## config.mk

```make
export PLATFORM = sky130hd
export DESIGN_NAME = uncereal_flat
export DESIGN_NICKNAME = d
export VERILOG_FILES = /design/src/rtl/uncereal_if.sv /design/src/rtl/uncereal.sv /design/src/flat_wrapper.sv
export SDC_FILE = /design/constraint.sdc
export NUM_CORES = 1
export LEC_CHECK = 0
export CAP_MARGIN = 25
export CORE_MARGIN = 1.5
export CORE_UTILIZATION = 50
export CTS_BUF_LIST = sky130_fd_sc_hd__clkbuf_2 sky130_fd_sc_hd__clkbuf_4 sky130_fd_sc_hd__clkbuf_8
export DETAILED_ROUTE_END_ITERATION = 7
export MAX_ROUTING_LAYER = met4
export PLACE_DENSITY = 0.79
export SLEW_MARGIN = 20
export SYNTH_ARGS = -nofsm -noshare
export SYNTH_HDL_FRONTEND = slang
export SYNTH_SLANG_ARGS = --single-unit
```

## constraint.sdc

```tcl
create_clock -name sysclk -period 4 [get_ports sysclk]
set_clock_uncertainty 0.1 [all_clocks]
set_input_delay 0.4 -clock sysclk [delete_from_list [all_inputs] [get_ports sysclk]]
set_output_delay 0.4 -clock sysclk [all_outputs]
set_load 0.01 [all_outputs]
```

## src/rtl/uncereal_if.sv

```systemverilog
// Receive-side port bundle for uncereal: serial line in, RAM write port and status out.
// wr_en is a one-cycle write strobe with no ready/backpressure: the RAM must accept every strobe.
interface uncereal_if #(
  parameter int DATA_W = 16,
  parameter int ADDR_W = 8
);
  logic              serialIn;
  logic              addr_clr;
  logic [DATA_W-1:0] data_out;
  logic              data_valid;
  logic              frame_err;
  logic              busy;
  logic              wr_en;
  logic [ADDR_W-1:0] wr_addr;
  logic [DATA_W-1:0] wr_data;
  logic [2:0]        dbg_state;

  modport slave (
    input  serialIn, addr_clr,
    output data_out, data_valid, frame_err, busy, wr_en, wr_addr, wr_data, dbg_state
  );

  modport master (
    output serialIn, addr_clr,
    input  data_out, data_valid, frame_err, busy, wr_en, wr_addr, wr_data, dbg_state
  );
endinterface

```

## src/rtl/uncereal.sv

```systemverilog
// Serial-to-parallel receiver: start bit, DATA_W data bits MSB first, stop bit.
// Good words are written to RAM through an auto-incrementing address; bad stop bits are flagged.
module uncereal #(
  parameter int CLKS_PER_BIT = 16,
  parameter int DATA_W       = 16,
  parameter int ADDR_W       = 8
) (
  input  logic      sysclk,
  input  logic      reset,
  uncereal_if.slave bus
);
  localparam int CNT_W = $clog2(CLKS_PER_BIT);
  localparam int BIT_W = (DATA_W > 1) ? $clog2(DATA_W) : 1;
  localparam logic [CNT_W-1:0] CNT_HALF = CNT_W'(CLKS_PER_BIT / 2 - 1);
  localparam logic [CNT_W-1:0] CNT_LAST = CNT_W'(CLKS_PER_BIT - 1);
  localparam logic [CNT_W-1:0] CNT_ONE  = CNT_W'(1);
  localparam logic [BIT_W-1:0] BIT_LAST = BIT_W'(DATA_W - 1);
  localparam logic [BIT_W-1:0] BIT_ONE  = BIT_W'(1);
  localparam logic [ADDR_W-1:0] ADDR_ONE = ADDR_W'(1);

  typedef enum logic [2:0] {
    S_IDLE  = 3'd0,
    S_START = 3'd1,
    S_DATA  = 3'd2,
    S_STOP  = 3'd3,
    S_ERR   = 3'd4
  } state_t;

  state_t            r_state;
  logic              r_sync1;
  logic              r_sync2;
  logic [CNT_W-1:0]  r_cnt;
  logic [BIT_W-1:0]  r_bitn;
  logic [DATA_W-1:0] r_shift;
  logic [DATA_W-1:0] r_data;
  logic              r_valid;
  logic              r_ferr;
  logic              r_busy;
  logic [ADDR_W-1:0] r_addr;
  logic              w_sin;

  assign w_sin = r_sync2;

  always_ff @(posedge sysclk) begin
    if (reset) begin
      r_state <= S_IDLE;
      r_sync1 <= 1'b1;
      r_sync2 <= 1'b1;
      r_cnt   <= '0;
      r_bitn  <= '0;
      r_shift <= '0;
      r_data  <= '0;
      r_valid <= 1'b0;
      r_ferr  <= 1'b0;
      r_busy  <= 1'b0;
      r_addr  <= '0;
    end else begin
      r_sync1 <= bus.serialIn;
      r_sync2 <= r_sync1;
      r_valid <= 1'b0;
      r_ferr  <= 1'b0;

      // The address moves one edge after the write strobe; a clear always wins.
      if (bus.addr_clr) begin
        r_addr <= '0;
      end else if (r_valid) begin
        r_addr <= r_addr + ADDR_ONE;
      end

      case (r_state)
        S_IDLE: begin
          if (!w_sin) begin
            r_state <= S_START;
            r_cnt   <= '0;
            r_busy  <= 1'b1;
          end
        end
        S_START: begin
          if (r_cnt == CNT_HALF) begin
            r_cnt <= '0;
            if (!w_sin) begin
              r_state <= S_DATA;
              r_bitn  <= '0;
            end else begin
              r_state <= S_IDLE;
              r_busy  <= 1'b0;
            end
          end else begin
            r_cnt <= r_cnt + CNT_ONE;
          end
        end
        S_DATA: begin
          if (r_cnt == CNT_LAST) begin
            r_cnt   <= '0;
            r_shift <= {r_shift[DATA_W-2:0], w_sin};
            r_bitn  <= r_bitn + BIT_ONE;
            if (r_bitn == BIT_LAST) begin
              r_state <= S_STOP;
            end
          end else begin
            r_cnt <= r_cnt + CNT_ONE;
          end
        end
        S_STOP: begin
          if (r_cnt == CNT_LAST) begin
            r_cnt <= '0;
            if (w_sin) begin
              r_data  <= r_shift;
              r_valid <= 1'b1;
              r_state <= S_IDLE;
              r_busy  <= 1'b0;
            end else begin
              r_ferr  <= 1'b1;
              r_state <= S_ERR;
            end
          end else begin
            r_cnt <= r_cnt + CNT_ONE;
          end
        end
        S_ERR: begin
          // A line stuck low must return high before a new start bit can be seen.
          if (w_sin) begin
            r_state <= S_IDLE;
            r_busy  <= 1'b0;
          end
        end
        default: begin
          r_state <= S_IDLE;
          r_busy  <= 1'b0;
        end
      endcase
    end
  end

  assign bus.data_out   = r_data;
  assign bus.data_valid = r_valid;
  assign bus.frame_err  = r_ferr;
  assign bus.busy       = r_busy;
  assign bus.wr_en      = r_valid;
  assign bus.wr_addr    = r_addr;
  assign bus.wr_data    = r_data;
  assign bus.dbg_state  = r_state;
endmodule

```

## src/flat_wrapper.sv

```systemverilog
// flat-port wrapper written by rule: the top's interface ports become plain ports
module uncereal_flat 
#(
  parameter int CLKS_PER_BIT = 16,
  parameter int DATA_W       = 16,
  parameter int ADDR_W       = 8
)
  (sysclk, reset, bus_serialIn, bus_addr_clr, bus_data_out, bus_data_valid, bus_frame_err, bus_busy, bus_wr_en, bus_wr_addr, bus_wr_data, bus_dbg_state);
  uncereal_if #(.DATA_W(DATA_W), .ADDR_W(ADDR_W)) bus_i ();
  input  logic sysclk;
  input  logic reset;
  input wire logic [$bits(bus_i.serialIn)-1:0] bus_serialIn;
  input wire logic [$bits(bus_i.addr_clr)-1:0] bus_addr_clr;
  output wire logic [$bits(bus_i.data_out)-1:0] bus_data_out;
  output wire logic [$bits(bus_i.data_valid)-1:0] bus_data_valid;
  output wire logic [$bits(bus_i.frame_err)-1:0] bus_frame_err;
  output wire logic [$bits(bus_i.busy)-1:0] bus_busy;
  output wire logic [$bits(bus_i.wr_en)-1:0] bus_wr_en;
  output wire logic [$bits(bus_i.wr_addr)-1:0] bus_wr_addr;
  output wire logic [$bits(bus_i.wr_data)-1:0] bus_wr_data;
  output wire logic [$bits(bus_i.dbg_state)-1:0] bus_dbg_state;
  assign bus_i.serialIn = bus_serialIn;
  assign bus_i.addr_clr = bus_addr_clr;
  assign bus_data_out = bus_i.data_out;
  assign bus_data_valid = bus_i.data_valid;
  assign bus_frame_err = bus_i.frame_err;
  assign bus_busy = bus_i.busy;
  assign bus_wr_en = bus_i.wr_en;
  assign bus_wr_addr = bus_i.wr_addr;
  assign bus_wr_data = bus_i.wr_data;
  assign bus_dbg_state = bus_i.dbg_state;
  uncereal #(.CLKS_PER_BIT(CLKS_PER_BIT), .DATA_W(DATA_W), .ADDR_W(ADDR_W)) u_core (.sysclk(sysclk), .reset(reset), .bus(bus_i));
endmodule
```

# Word level (Yosys, flattened, before mapping)
# Index checks and enable logic that the tools add are counted.
# word_totals
ff_bits,56
input_bits,4
# op_classes
n_addsub,3
reduce_logical,12
n_bitwise,3
mux,23
n_eq_ne,14
# ops
op,count
$mux 3,7
$mux 4,5
$pmux 3 s5,1
$pmux 4 s3,1
$ne 2x1->1 const B,5
$add 4x1->4 const B,2
$add 8x1->8 const B,1
$eq 4x4->1 const B,2
$pmux 4 s2,1
$reduce_and 4->1,2
$eq 3x2->1 const B,2
$mux 1,6
$reduce_and 6->1,1
$pmux 1 s5,1
$eq 4x3->1 const B,1
$ne 2x2->1 const B,2
$reduce_and 2->1,2
$reduce_or 2->1,2
$eq 3x1->1 const B,1
$eq 3x3->1 const B,1
$logic_not 3->1,1
$not 1->1,3
$reduce_and 3->1,1
$reduce_bool 3->1,1
other kinds (3),3

# Longest topological paths before layout
# Gate-level depths: netlist of run 1.
# logic_depth
ltp_word,4
mapped_depth,7
mapped_depth_nobuf,5

# Worst setup path before layout of run 1
# OpenSTA, ideal clock, no wires.
# synth_timing
path_type,flip-flop to flip-flop
from,reg u_core.r_cnt[0]
to,"reg u_core.r_data[0], in the netlist u_core.bus.data_out[0]"
period_less_slack_ns,1.643
arrival_ns,1.415
required_time_ns,3.772
path_stages_with_launch,8
setup_slack_ns,2.357
cell_sequence,dfxtp_1 > ha_1 > and4_4 > nand3_2 > buf_6 > buf_6 > mux2i_1 > nor2_1
# synth_between
elab_chain_cells,2
# synth_lines
element,line_no,text
from (decl),uncereal.sv:32,logic [CNT_W-1:0] r_cnt;
from (signal assigned),uncereal.sv:89,r_cnt <= r_cnt + CNT_ONE;
from (signal assigned),uncereal.sv:101,r_cnt <= r_cnt + CNT_ONE;
from (signal assigned),uncereal.sv:117,r_cnt <= r_cnt + CNT_ONE;
$eq 4x4->1,uncereal.sv:105,if (r_cnt == CNT_LAST) begin
$reduce_and 3->1 (no source line),n/a,
to (signal assigned),uncereal.sv:108,r_data <= r_shift;
to (decl),uncereal.sv:35,logic [DATA_W-1:0] r_data;
# No other way between the ends.
# A chain may end at the register's enable or synchronous reset.

# Worst setup path in the final report of run 1
# layout_timing
from,reg u_core.r_cnt[0]
to,"reg u_core.r_data[5], in the netlist u_core.bus.data_out[5]"
# Same word-level chain as after synthesis.

==> flow_summary.toml, run 1 <==
[synthesis]
synth_cells = 263
synth_area_sq_um = 2340
synth.most_common_cell = "dfxtp_1"
yosysTopAreaCellShare = 0.478
postSynthNetCount = 270
synthMuxAreaShare = 0.0854
async_flop_share = 0
synth_top_family_by_area = "simple AND/OR/NAND/NOR gates"
synthSimpleGateAreaFrac = 0.211
synth.cells.most_frequent = "56 x dfxtp_1, 41 x nand2_1, 34 x nor2_1, 24 x a21oi_1, 20 x mux2i_1"
synth_cell_type_count = 37
ys_ff_latch = 56
synth_xor_area_frac = 0.0299
synth_warnings = 0
seq_area_frac_synth = 0.478
yosysTopAreaCell = "dfxtp_1"
synth_compound_area_frac = 0.0849
synth_edf_count = 0
ys.flop_type = "dfxtp_1"
ys_top_cells_by_area = "dfxtp_1 48%, mux2i_1 8.5%, nand2_1 6.6%"
synthAdderAreaFrac = 0.0160
syn_avg_cell_area_sq_um = 8.91

[place]
dp_hpwl_um = 2840
gp_congestion = 0.803
numPortBuffers = 50
dp_cells = 333

[job]
maxCapViolations = 0

[grt]
grt_usage = 0.170
grt_pass1_wl_um = 6800
grt_start_max_net_pins = 50
grt_util_met2 = 0.280
antenna_found_initial = 0
met1_usage = 0.209
grt_overflow_total = 0
grt_pass1_vias = 1526
use_met3 = 0.0436
grt_most_used_layer = "met2"

[floorplan]
fp-row-count = 24
dieArea_sq_um = 5110
ios = 51
start_util = 0.527
fp.dieH_um = 71.5
die_x_um = 71.5
core_sq_um = 4440

[route]
routed_via_density = 5.28
vias = 1795
drtIter0Drc = 130
ant_nets = 0
drtPass1Iterations = 6
drc = 4
wl_per_cell_um = 12.1
drt_wl_total_um = 4110

[clock_network]
clkLatencyLatePin_ns = 0.30
hold_buffers = 0
cts.reportedPaths.clkPinSlew_ns = 0.09
cts_tree = "done"
cts-root-buf = "clkbuf_8"
cts_sinks = 56
clock_path_buffers = 2
h-tree-depth = 2
cts_made_buffers = 5
cts_resized = 0
post_cts_buffers = 0

[critical_path]
arrival_ns = 2.08
cp-end-kind = "register"
worstSetupStartpointType = "register"
worst-path-max-fanout = 17
worstRegToRegCells = 5
required_ns = 4.07
rrSetupSlack_ns = 1.99
crit_type = "register to register"

[sta]
fmaxAchievable_mhz = 498
worstMarginPinSlew_ns = 0.821
report.final.hold_viol_count = 0
final_max_slew_viol_count = 0
grt_setup_unrepaired = "no"
fin_setup_tns_ns = 0
layout_min_cycle_time_ns = 2.01
setup_violations = 0
fin_crit_sh = 0.502
slew_headroom = 0.453

[cells_and_area]
final_nets = 295
area_growth_syn_to_layout_pct = 18.6
layoutNonFillerInstCount = 340
drive_gt1_frac = 0.0590
num_antenna_cells = 0

[hold_path]
min-delay-path-class = "register to register"
hold_depth = 1

[run_status]
violations = "design-rule violations"
status = "complete, but fails checks"

[power_and_ir_drop]
p_leak_nw = 1.04
peakVddDrop_mv = 0.174
powerDensity_nw_per_um2 = 320
==> kinds of logic (layout without fill, tap and decap cells) <==
| logic type | Yosys count | count (layout) |
|---|---|---|
| fa+ha+maj | 3 | 3 |
| buf+inv | 33 | 58 |
| xor+xnor | 8 | 8 |
| compound gates | 35 | 35 |
| flops | 56 | 56 |
| mux | 20 | 20 |
| simple gates | 108 | 108 |
==> worst max-delay path: stages, from the launching register on <==
cell and delay, ns:
dfxtp_1 0.38, ha_1 0.29, and4_4 0.28, nand3_2 0.45
mux2i_1 0.32, nor2_1 0.05
==> metrics by stage <==
stage	hold WS, ns	power (mW)	setup slack, ns	util	area [sq um]
5_1_grt	0.339	0.923	1.83	0.625	2780
6_report	0.320	0.889	1.99	0.625	2780
4_1_cts	0.322	0.900	1.97	0.625	2780
3_5_place_dp	0.298	0.596	1.97	0.605	2690
2_1_floorplan	0.289	0.589	2.36	-	2340
3_3_place_gp	0.291	0.596	2.03	0.605	2690
==> state kept, by name, indices dropped and copies added (netlist names) <==
register,cells
u_core.bus.busy,1
u_core.bus.data_out,16
u_core.bus.data_valid,1
u_core.bus.dbg_state,3
u_core.bus.frame_err,1
u_core.bus.wr_addr,8
u_core.r_bitn,4
u_core.r_cnt,4
u_core.r_shift,16
u_core.r_sync1,1
u_core.r_sync2,1
==> cell type report <==
type | count | area [sq um]
flip-flops and latches | 56 | 1120
well taps | 52 | 65.1
clock inverters | 1 | 8.76
clock buffers | 6 | 82.6
inverters | 1 | 3.75
fillers | 389 | 1670
multi-input cells | 174 | 1000
repair buffers | 50 | 495
==> cells in the final DEF, fill, tap and decap left out, drive strengths merged, types with 2 or more instances in the layout <==
master	count
or3	3
clkdlybuf4s50	49
xor2	5
nor3	5
nor2	35
a22oi	2
clkbuf	6
ha	3
xnor2	3
o21ai	5
mux2i	20
dfxtp	56
a21oi	24
or2	5
nand2	41
nand4	5
nand3	7
==> layer usage <==
metal | up-vias | routed length (um)
met3 | 5 | 215
met1 | 833 | 1860
met5 | - | 0
met2 | 50 | 1990
met4 | 0 | 44
li1 | 907 | -
==> worst paths after layout <==
check	start	end
max	u_core.r_cnt[0]	u_core.bus.data_out[5]
min	u_core.r_sync1	u_core.r_sync2
max reg2reg	u_core.r_cnt[0]	u_core.bus.data_out[5]
min reg2reg	u_core.r_sync1	u_core.r_sync2
==> power by group <==
| part | internal (mW) | total, mW | switching (mW) |
|---|---|---|---|
| registers | 0.559 | 0.562 | 0.00237 |
| logic | 0.00783 | 0.0213 | 0.0134 |
| clock network | 0.138 | 0.307 | 0.168 |
| total | 0.705 | 0.889 | 0.184 |
No activity file was read; power rests on OpenSTA's default activity.
==> run 2: changes to the inputs <==
==> constraint.sdc (replaced) <==
create_clock -name sysclk -period 2.07 [get_ports sysclk]
set_clock_uncertainty 0.1 [all_clocks]
set_input_delay 0.207 -clock sysclk [delete_from_list [all_inputs] [get_ports sysclk]]
set_output_delay 0.207 -clock sysclk [all_outputs]
set_load 0.01 [all_outputs]
==> run 2 against run 1 <==
- the flow still finishes with violations (design-rule violations)
- power rose by 97%
- global-route usage rose by 0.32 points
- clock power rose by 100%
- via count fell by 0.61%
- design area rose by 0.72%
- critical path type unchanged
- critical endpoint is now u_core.r_bitn[0]
==> flow_summary.toml, run 2 (synthesis results as in run 1) <==
[sta]
fin_crit_sh = 0.865
layout_min_cycle_time_ns = 1.79
grt_setup_unrepaired = "no"
setup_violations = 0
fmaxAchievable_mhz = 558
report.final.hold_viol_count = 0
worstMarginPinSlew_ns = 0.563
slew_headroom = 0.624
timing.hold.ws_ns = 0.116
final_max_slew_viol_count = 0
fin_setup_tns_ns = 0

[power_and_ir_drop]
p_leak_nw = 1.06
peakVddDrop_mv = 0.394
powerDensity_nw_per_um2 = 627
finalPower_mw = 1.75

[hold_path]
min-delay-path-class = "input pin to register"
hp-start = "reset"
whs_endpoint = "u_core.bus.data_out[15]"
hold_depth = 2

[critical_path]
crit_type = "register to register"
required_ns = 2.16
worstSetupStartpointType = "register"
cp-end-kind = "register"
worst-path-max-fanout = 18
worstRegToRegCells = 5
reg2reg_to = "u_core.r_bitn[0]"
arrival_ns = 1.88
rrSetupSlack_ns = 0.28
r2r_start = "u_core.r_cnt[0]"

[floorplan]
die_x_um = 71.5
start_util = 0.527
ios = 51
core_sq_um = 4440
dieArea_sq_um = 5110
fp.dieH_um = 71.5
fp-row-count = 24

[cells_and_area]
nFillCells = 390
num_antenna_cells = 0
final_cell_mix = "56 x dfxtp_1, 49 x clkdlybuf4s50_1, 41 x nand2_1"
regArea_sq_um = 1120
area_growth_syn_to_layout_pct = 19.4
layout_commonest_cell = "dfxtp_1"
final_nets = 297
drive_gt1_frac = 0.0687
multi_input_area_sq_um = 1000

[clock_network]
clkLatencyLatePin_ns = 0.31
cts-root-buf = "clkbuf_8"
cts.reportedPaths.clkPinSlew_ns = 0.10
h-tree-depth = 2
cts_tree = "done"
cts_made_buffers = 5
cts_resized = 0
hold_buffers = 0
cts_sinks = 56
clock_path_buffers = 2
post_cts_buffers = 0

[place]
gp_congestion = 0.756
numPortBuffers = 50
dp_hpwl_um = 2840

[route]
drt_wl_total_um = 4080
wl_per_cell_um = 11.9
routed_via_density = 5.20
vias = 1784
drtIter0Drc = 131
ant_nets = 0
drc = 4
drtPass1Iterations = 8

[grt]
grt_overflow_total = 0
grt_pass1_wl_um = 6840
grt_pass1_vias = 1570
grt_start_max_net_pins = 37
grt_usage = 0.173
antenna_found_initial = 0

[run_status]
status = "complete, but fails checks"
violations = "design-rule violations"

[job]
maxCapViolations = 0
run 2: cell types whose count changed in the layout (fill, tap and decap cells not counted), sizes merged:
cell,previous run,this run
buf,1,3
inv,1,2
run 2: critical path, cell delays in order, from the launching register on:
cell and delay (ns):
dfxtp_1 0.38, ha_1 0.29, and4_4 0.28, nand2_1 0.34, nand3_1 0.21, a21oi_1 0.08
run 2: worst max path at each step:
stage	from	end	slack, ns	depth (start not counted)
detailed placement	u_core.r_cnt[0]	u_core.r_bitn[0]	0.28	5
floorplan	u_core.r_cnt[0]	u_core.bus.data_out[0]	0.43	7
CTS	u_core.r_cnt[0]	u_core.r_bitn[0]	0.27	5
global placement	u_core.r_cnt[0]	u_core.r_bitn[1]	0.32	5
global route	u_core.r_cnt[0]	u_core.r_bitn[0]	0.16	5
finish	u_core.r_cnt[0]	u_core.r_bitn[0]	0.28	5
run 2: area by class of cell:
cell class / count / area share
Clock buffer: 6 / 0.0295
Clock inverter: 2 / 0.00492
Multi-Input combinational cell: 174 / 0.358
Timing Repair Buffer: 52 / 0.182
Inverter: 1 / 0.00134
Sequential cell: 56 / 0.401
Tap cell: 52 / 0.0232
run 2: stage by stage:
stage | setup WS (ns) | cell area, sq um | util | instances
after global placement | 0.317 | 2700 | 0.608 | 335
after global routing | 0.159 | 2800 | 0.630 | 343
after detailed placement | 0.280 | 2700 | 0.608 | 335
final | 0.279 | 2800 | 0.630 | 343
after CTS | 0.273 | 2800 | 0.630 | 343
after floorplan | 0.427 | 2340 | - | 263
run 2: layer usage:
| metal | GRT usage | vias to the layer above | wire [um] |
|---|---|---|---|
| li1 | - | 918 | - |
| met2 | 0.269 | 40 | 1910 |
| met3 | 0.0478 | 5 | 200 |
| met5 | - | - | 0 |
| met1 | 0.214 | 821 | 1900 |
| met4 | 0.0734 | 0 | 74 |
run 2: power breakdown:
group	total (mW)	switching, mW	internal [mW]
logic	0.0425	0.0262	0.0163
registers	1.09	0.00442	1.08
clock network	0.627	0.353	0.274
